$ cat config.mk
export PLATFORM = sky130hd
export DESIGN_NAME = batch_scheduler
export DESIGN_NICKNAME = d
export VERILOG_FILES = /design/src/rtl/batch_scheduler_pkg.sv /design/src/rtl/batch_scheduler_section_ring.sv /design/src/rtl/batch_scheduler.sv
export SDC_FILE = /design/constraint.sdc
export NUM_CORES = 1
export LEC_CHECK = 0
export CORE_AREA = 4 4 49 51
export DETAILED_ROUTE_END_ITERATION = 7
export DIE_AREA = 0 0 53 55
export GPL_ROUTABILITY_DRIVEN = 0
export PLACE_DENSITY_LB_ADDON = 0.25
export SLEW_MARGIN = 40
export SYNTH_ARGS = -nofsm -noshare
export SYNTH_HDL_FRONTEND = slang
export SYNTH_SLANG_ARGS = --single-unit
$ cat constraint.sdc
create_clock -name clk -period 1.6 [get_ports clk]
set_clock_uncertainty 0.05 [all_clocks]
set_input_delay 0.32 -clock clk [delete_from_list [all_inputs] [get_ports clk]]
set_output_delay 0.32 -clock clk [all_outputs]
set_load 0.01 [all_outputs]
$ cat src/rtl/batch_scheduler_pkg.sv
// Shared types and helpers for the batch filter RAM scheduler.
// Section bases come from a constant mux, so no multiplier is needed.
package batch_pkg;

  localparam int NSEC   = 3;
  localparam int BASE_W = 16;

  typedef enum logic [1:0] {
    FILL0,
    FILL1,
    RUN
  } sched_state_e;

  // Returns sec*depth. The caller truncates the result to its own address width.
  function automatic logic [BASE_W-1:0] sec_base(input logic [1:0] sec, input int depth);
    logic [BASE_W-1:0] base;
    case (sec)
      2'd1:    base = BASE_W'(depth);
      2'd2:    base = BASE_W'(2 * depth);
      default: base = '0;
    endcase
    return base;
  endfunction

endpackage

$ cat src/rtl/batch_scheduler_section_ring.sv
// Mod-3 counter that selects the RAM section being written.
// The two read sections are the write section minus one and minus two.
module section_ring
  import batch_pkg::*;
(
  input  logic       clk,
  input  logic       rst,
  input  logic       advance,
  output logic [1:0] wsec,
  output logic [1:0] rsec,
  output logic [1:0] fsec
);

  logic [1:0] wsec_q, wsec_d;

  always_comb begin
    wsec_d = wsec_q;
    if (advance) begin
      wsec_d = (wsec_q == 2'(NSEC - 1)) ? 2'd0 : wsec_q + 2'd1;
    end
  end

  always_ff @(posedge clk or negedge rst) begin
    if (!rst) begin
      wsec_q <= 2'd0;
    end else begin
      wsec_q <= wsec_d;
    end
  end

  assign wsec = wsec_q;
  assign rsec = (wsec_q == 2'd0) ? 2'd2 : wsec_q - 2'd1;
  assign fsec = (wsec_q == 2'd2) ? 2'd0 : wsec_q + 2'd1;

endmodule

$ cat src/rtl/batch_scheduler.sv
// Generates the write, backward-read and forward-read addresses for the triple-buffered sample RAM.
// It also produces the batch strobes and handles pipeline warm-up.
module batch_scheduler
  import batch_pkg::*;
#(
  parameter  int depth = 64,
  localparam int AW    = $clog2(3 * depth)
) (
  input  logic          clk,
  input  logic          rst,
  input  logic          in_valid,
  output logic          wr_en,
  output logic [AW-1:0] wr_addr,
  output logic          rev_en,
  output logic [AW-1:0] rev_addr,
  output logic          rev_first,
  output logic          fwd_en,
  output logic [AW-1:0] fwd_addr,
  output logic          fwd_first,
  output logic          batch_done,
  output logic          out_valid
);

  localparam int CW = $clog2(depth);

  logic [CW-1:0] cnt_q, cnt_d;
  sched_state_e  state_q, state_d;
  logic          advance;
  logic          last;
  logic [1:0]    wsec, rsec, fsec;
  logic [AW-1:0] wr_raw, rev_raw, fwd_raw;

  section_ring u_ring (
    .clk     (clk),
    .rst     (rst),
    .advance (advance),
    .wsec    (wsec),
    .rsec    (rsec),
    .fsec    (fsec)
  );

  assign last = (cnt_q == CW'(depth - 1));

  always_comb begin
    cnt_d   = cnt_q;
    state_d = state_q;
    advance = 1'b0;
    if (in_valid) begin
      if (last) begin
        cnt_d   = '0;
        advance = 1'b1;
        case (state_q)
          FILL0:   state_d = FILL1;
          FILL1:   state_d = RUN;
          default: state_d = RUN;
        endcase
      end else begin
        cnt_d = cnt_q + CW'(1);
      end
    end
  end

  always_ff @(posedge clk or negedge rst) begin
    if (!rst) begin
      cnt_q   <= '0;
      state_q <= FILL0;
    end else begin
      cnt_q   <= cnt_d;
      state_q <= state_d;
    end
  end

  assign wr_raw  = AW'(sec_base(wsec, depth)) + AW'(cnt_q);
  assign rev_raw = AW'(sec_base(rsec, depth)) + (AW'(depth - 1) - AW'(cnt_q));
  assign fwd_raw = AW'(sec_base(fsec, depth)) + AW'(cnt_q);

  // Everything is forced low while reset is held, including the address buses.
  assign wr_addr    = {AW{rst}} & wr_raw;
  assign rev_addr   = {AW{rst}} & rev_raw;
  assign fwd_addr   = {AW{rst}} & fwd_raw;
  assign wr_en      = rst & in_valid;
  assign rev_en     = rst & in_valid & (state_q != FILL0);
  assign fwd_en     = rst & in_valid & (state_q == RUN);
  assign rev_first  = rev_en & (cnt_q == '0);
  assign fwd_first  = fwd_en & (cnt_q == '0);
  assign batch_done = rst & in_valid & last;
  assign out_valid  = fwd_en;

endmodule

; ---- Yosys cells after proc, flatten, opt, wreduce, memory -nomap -nowiden
; Index checks and enable logic that the tools add are counted.
; W data, S select, Z words.
[op_classes]
n_mux = 9
eq_ne = 8
n_addsub = 7
n_reduce_logical = 5
bitwise = 9
[ops]
columns = operator, n
row1 = $pmux W8 S2, 3
row2 = $and A8 B8 Y8, 3
row3 = $add A8 B6 Y8, 2
row4 = $add A8 B8 Y8, 1
row5 = $eq A2 B2 Y1 const B, 4
row6 = $sub A6 B6 Y7 const A, 1
row7 = $add A6 B1 Y6 const B, 1
row8 = $and A1 B1 Y1, 6
row9 = $eq A2 B1 Y1 const B, 3
row10 = $eq A6 B6 Y1 const B, 1
row11 = $logic_not A6 Y1, 1
row12 = $mux W2, 3
row13 = $mux W6, 1
row14 = $logic_not A2 Y1, 2
row15 = $add A2 B1 Y2 const B, 1
row16 = $mux W1, 2
row17 = $reduce_and A2 Y1, 1
row18 = $reduce_bool A2 Y1, 1
row19 = $sub A2 B1 Y2 const B, 1
[word_totals]
reg_bits = 10
word_cells = 41
in_bits = 3

; ---- Depth between registers and ports, before layout
[depth]
depth_word = 6
mapped_depth = 4
depth_no_buf = 4

; ---- Modules after synthesis
; From an unflattened synthesis, not the netlist that was laid out.
[unflattened]
cells_unflattened = 85
hier_area_um2 = 787.0
[modules_own_cells]
columns = module, cells_per_inst, area_per_inst_um2, seq_area_each_um2, instances
row1 = batch_scheduler, 75, 665.6, 200.2, 1
row2 = section_ring, 10, 121.4, 50.0, 1

; ---- Least setup slack after synthesis
; OpenSTA, ideal clock, no wires.
[synth_timing]
kind = flip-flop to output port
from = register cnt_q[1]
to = output batch_done
required_time_ns = 1.230
arrival_time_ns = 1.168
stages_incl_launch_ff = 5
path_slack_ns = 0.062
path_buffers = 0
cell_sequence = dfrtp_1 -> ha_1 -> nand2_2 -> nor3_4 -> and2_1
[synth_between]
elab_chain_cells = 2
[synth_lines]
columns = element, line_no
row1 = from (decl), batch_scheduler.sv:26  ; logic [CW-1:0] cnt_q, cnt_d;
row2 = from (signal assigned), batch_scheduler.sv:68  ; cnt_q <= cnt_d;
row3 = $eq A6 B6 Y1, batch_scheduler.sv:42  ; assign last = (cnt_q == CW'(depth - 1));
row4 = $and A1 B1 Y1, batch_scheduler.sv:86  ; assign batch_done = rst & in_valid & last;
row5 = to (decl), batch_scheduler.sv:20  ; output logic batch_done,
; No other way between the ends.

; ---- Worst setup path after layout
[layout_timing]
from = register cnt_q[5]
to = output fwd_first
[layout_between]
elab_chain_cells = 2
[layout_lines]
columns = element, line_no
row1 = $logic_not A6 Y1, batch_scheduler.sv:85  ; assign fwd_first = fwd_en & (cnt_q == '0);
row2 = $and A1 B1 Y1, batch_scheduler.sv:85
row3 = to (decl), batch_scheduler.sv:19  ; output logic fwd_first,
; No other way between the ends.

==> qor_table.md <==
| Step | Item | Reported |
| --- | --- | --- |
| outcome | Run status | finished with violations |
| outcome | Failing checks | setup timing |
| timing | Setup violations, final | 9 |
| clock tree | Clock tree from TritonCTS | done |
| setup path | Worst flop-to-flop path startpoint | cnt_q[3] |
| drt | Number of detailed-routing iterations run before antenna repair | 2 |
| grt | GRT Util Overall | 17.4% |
| placement | HPWL reported at the end of detailed placement | 1530 um |
| timing | Fin worst setup slack | -0.189 ns |
| timing | Worst rel slew slack | 81.5% |
| yosys | Gate Count Post-Synth | 87 |
| cells and area | Share of layout cells above drive strength 1 | 66.4% |
| yosys | Area leader, netlist | sky130_fd_sc_hd__dfrtp_1 |
| cells and area | Area added between synthesis and finish | 86.1% |
| setup path | Element type at the critical path start | register |
| worst hold path | Hold/Removal Path Class | in -> async |
| timing | Transition at the pin with the smallest max-transition slack | 0.276 ns |
| drt | DRT antenna net count | 0 |
| cells and area | Layout Nets | 160 |
| placement | Count of input and output buffers | 33 |
| placement | Post-placement cell count | 155 |
| setup path | CP Capture Type | output pin |
| setup path | Critical path fanouts, max | 2 |
| pwr | Power, Total | 1950 uW |
| setup path | Worst path required time | 1.23 ns |
| clock tree | Total number of H-tree levels | 1 |
| clock tree | Hold buffers post-CTS | 0 |
| drt | Total length of routed wires | 2570 um |
| grt | Total congestion overflow after global routing | 0 |
| clock tree | Source-to-sink clock delay at the later pin of the worst-skew pair | 0.28 ns |
| setup path | Critical path arrival | 1.42 ns |
| drt | Vias per Instance | 4.88 |
| grt | First-pass GRT wire length | 3730 um |
| yosys | Net count after synthesis | 97 |
| floorplanning | Width of the die | 53 um |
| pwr | Pwr/cell area | 1290 mW/mm2 |
| timing | Final Slew Violations | 0 |
| cells and area | Finished Layout Cells | 176 |
| timing | Final-report hold violation count | 0 |
| timing | Post-layout min period | 1.79 ns |
| floorplanning | Starting density of the core | 41.8% |
| cells and area | Commonest cells after routing, fill and taps aside | sky130_fd_sc_hd__buf_4 (26), sky130_fd_sc_hd__buf_6 (22), sky130_fd_sc_hd__dfrtp_1 (10) |
| pwr | VDD IR max | 739 uV |
| drt | Vias after detailed routing | 859 |
| timing | RSZ-0062 raised after global routing | yes |
| floorplanning | Row count | 16 |
| yosys | Top area cells in the synthesized netlist | sky130_fd_sc_hd__dfrtp_1 (31%), sky130_fd_sc_hd__ha_1 (11%), sky130_fd_sc_hd__buf_4 (10%) |
| cells and area | Number of diodes | 0 |
| yosys | Sequential area share after synthesis | 30.9% |
| grt | Via count of the first global-routing pass | 848 |
| grt | Largest net degree at the start of global routing | 15 |
| yosys | Number of distinct library cells after synthesis | 31 |
| setup path | Reg-to-reg endpoint | state_q[0] |
| floorplanning | Core box area | 0.00194 mm2 |
| yosys | Avg Synthesized Cell Area | 9.32 um2 |
| drt | Post-route DRC | 0 |
| job | Maxcap violations | 0 |
| setup path | Crit Path Category | reg -> out |
| drt | First DRT Iteration DRCs | 7 |
| clock tree | Number of CTS-inserted buffers | 3 |
| drt | Wire length per cell after detailed routing | 14.6 um |
| timing | Share of the clock period used by the worst path | 112% |
| yosys | Number of synthesized register bits | 10 |
| setup path | Number of cells on the worst reg-to-reg path | 5 |
| yosys | Top-area cell type share of the netlist area | 30.9% |
| yosys | Combined area of all synthesized cells | 811 um2 |
| yosys | YS warnings | 0 |
| floorplanning | Top-Level Pins | 34 |
| clock tree | Clock sink count | 10 |
| timing | Max frequency | 0.559 GHz |
| grt | Initial antenna violation count | 0 |
| clock tree | Clock transition at the register clock pins on the worst setup and hold paths after CTS | 0.08 ns |
| floorplanning | Die area | 0.00292 mm2 |
| pwr | Leakage Power | 0.000785 uW |
| floorplanning | Height of the die | 55 um |
| clock tree | Maximum count of clock buffers along a single path | 2 |
| cells and area | Leading cell type in the layout, fill and taps excluded | sky130_fd_sc_hd__buf_4 |
| setup path | Setup slack of the worst register-to-register path | 0.16 ns |
| setup path | Worst setup path startpoint | cnt_q[5] |
| clock tree | CTS root buf | sky130_fd_sc_hd__clkbuf_4 |
## worst max-delay path, cell delays in order (launching register included)
cell	delay [ns]
sky130_fd_sc_hd__dfrtp_1	0.43
sky130_fd_sc_hd__nor4_4	0.35
sky130_fd_sc_hd__and3_1	0.21
sky130_fd_sc_hd__buf_2	0.14
## final cells by class
| cell class | instances | area (um2) |
|---|---|---|
| clock buffer | 4 | 36.3 |
| tap | 27 | 33.8 |
| fill | 134 | 433 |
| sequential | 10 | 250 |
| timing repair buffer | 71 | 626 |
| inverter | 7 | 26.3 |
| multi-input combinational | 57 | 537 |
## synthesized netlist by cell type, drive strengths merged
library cell / n
a21oi: 2
nor4: 1
nand2: 4
mux2: 3
nor2: 4
nand3: 2
o31ai: 1
o21ai: 3
dfrtp: 10
ha: 7
inv: 7
clkbuf: 1
buf: 12
and2b: 1
nor2b: 6
mux2i: 2
a21o: 1
and3: 2
xnor2: 2
nand4: 3
nor3b: 1
and2: 10
or3: 1
nor3: 1
## worst max path at each step
stage,to,cells after the start
after floorplan,batch_done,4
after global placement,batch_done,6
after detailed placement,fwd_first,5
after CTS,fwd_first,3
after global routing,fwd_first,3
final,fwd_first,3
## where the power goes
group	switching [uW]	total (uW)	internal (uW)
combinational	577	1280	700
sequential	96.9	436	339
clock	100	239	139
## state kept, by name, indices dropped and copies added (netlist names)
| register | flops |
|---|---|
| cnt_q | 6 |
| state_q | 2 |
| u_ring.wsec | 2 |
## stage by stage
stage	worst slack (ns)	hold WS [ns]	instance area [um2]	TNS (ns)	utilization (%)
after detailed placement	-0.717	0.414	1240	-19.27	63.9
final	-0.189	0.202	1510	-0.602	77.7
after global routing	-0.240	0.194	1510	-1.20	77.7
after CTS	-0.207	0.205	1390	-0.558	71.7
after global placement	-0.646	0.414	1240	-18.75	63.9
after floorplan	0.0621	-0.0256	811	0	-
## per-layer routing
| layer | vias up | part of all wire [%] | GRT usage (%) | wire (um) |
|---|---|---|---|---|
| met1 | 421 | 40 | 19.6 | 1020 |
| met5 | - | 0 | 0 | 0 |
| met3 | 4 | 5.6 | 3.49 | 143 |
| li1 | 401 | - | - | - |
| met4 | 0 | 1.2 | 5.11 | 31 |
| met2 | 33 | 54 | 33.1 | 1380 |
## cell families after synthesis
group / count (synthesis) / share of synthesized area [%]
XOR/XNOR: 2 / 2.16
AO/OA/AOI/OAI: 7 / 4.94
adder cells (fa/ha/maj): 7 / 10.8
AND/OR/NAND/NOR: 36 / 29.2
flip-flops: 10 / 30.9
multiplexers: 5 / 7.56
buffers and inverters: 20 / 14.5
## timing repair
item,4_1_cts,5_1_grt
gates resized for setup,115,47
cloned,1,0
setup endpoints to repair,31,29
pin swaps,6,11
setup buffers,10,7
Power figures use the tool's default switching activity.
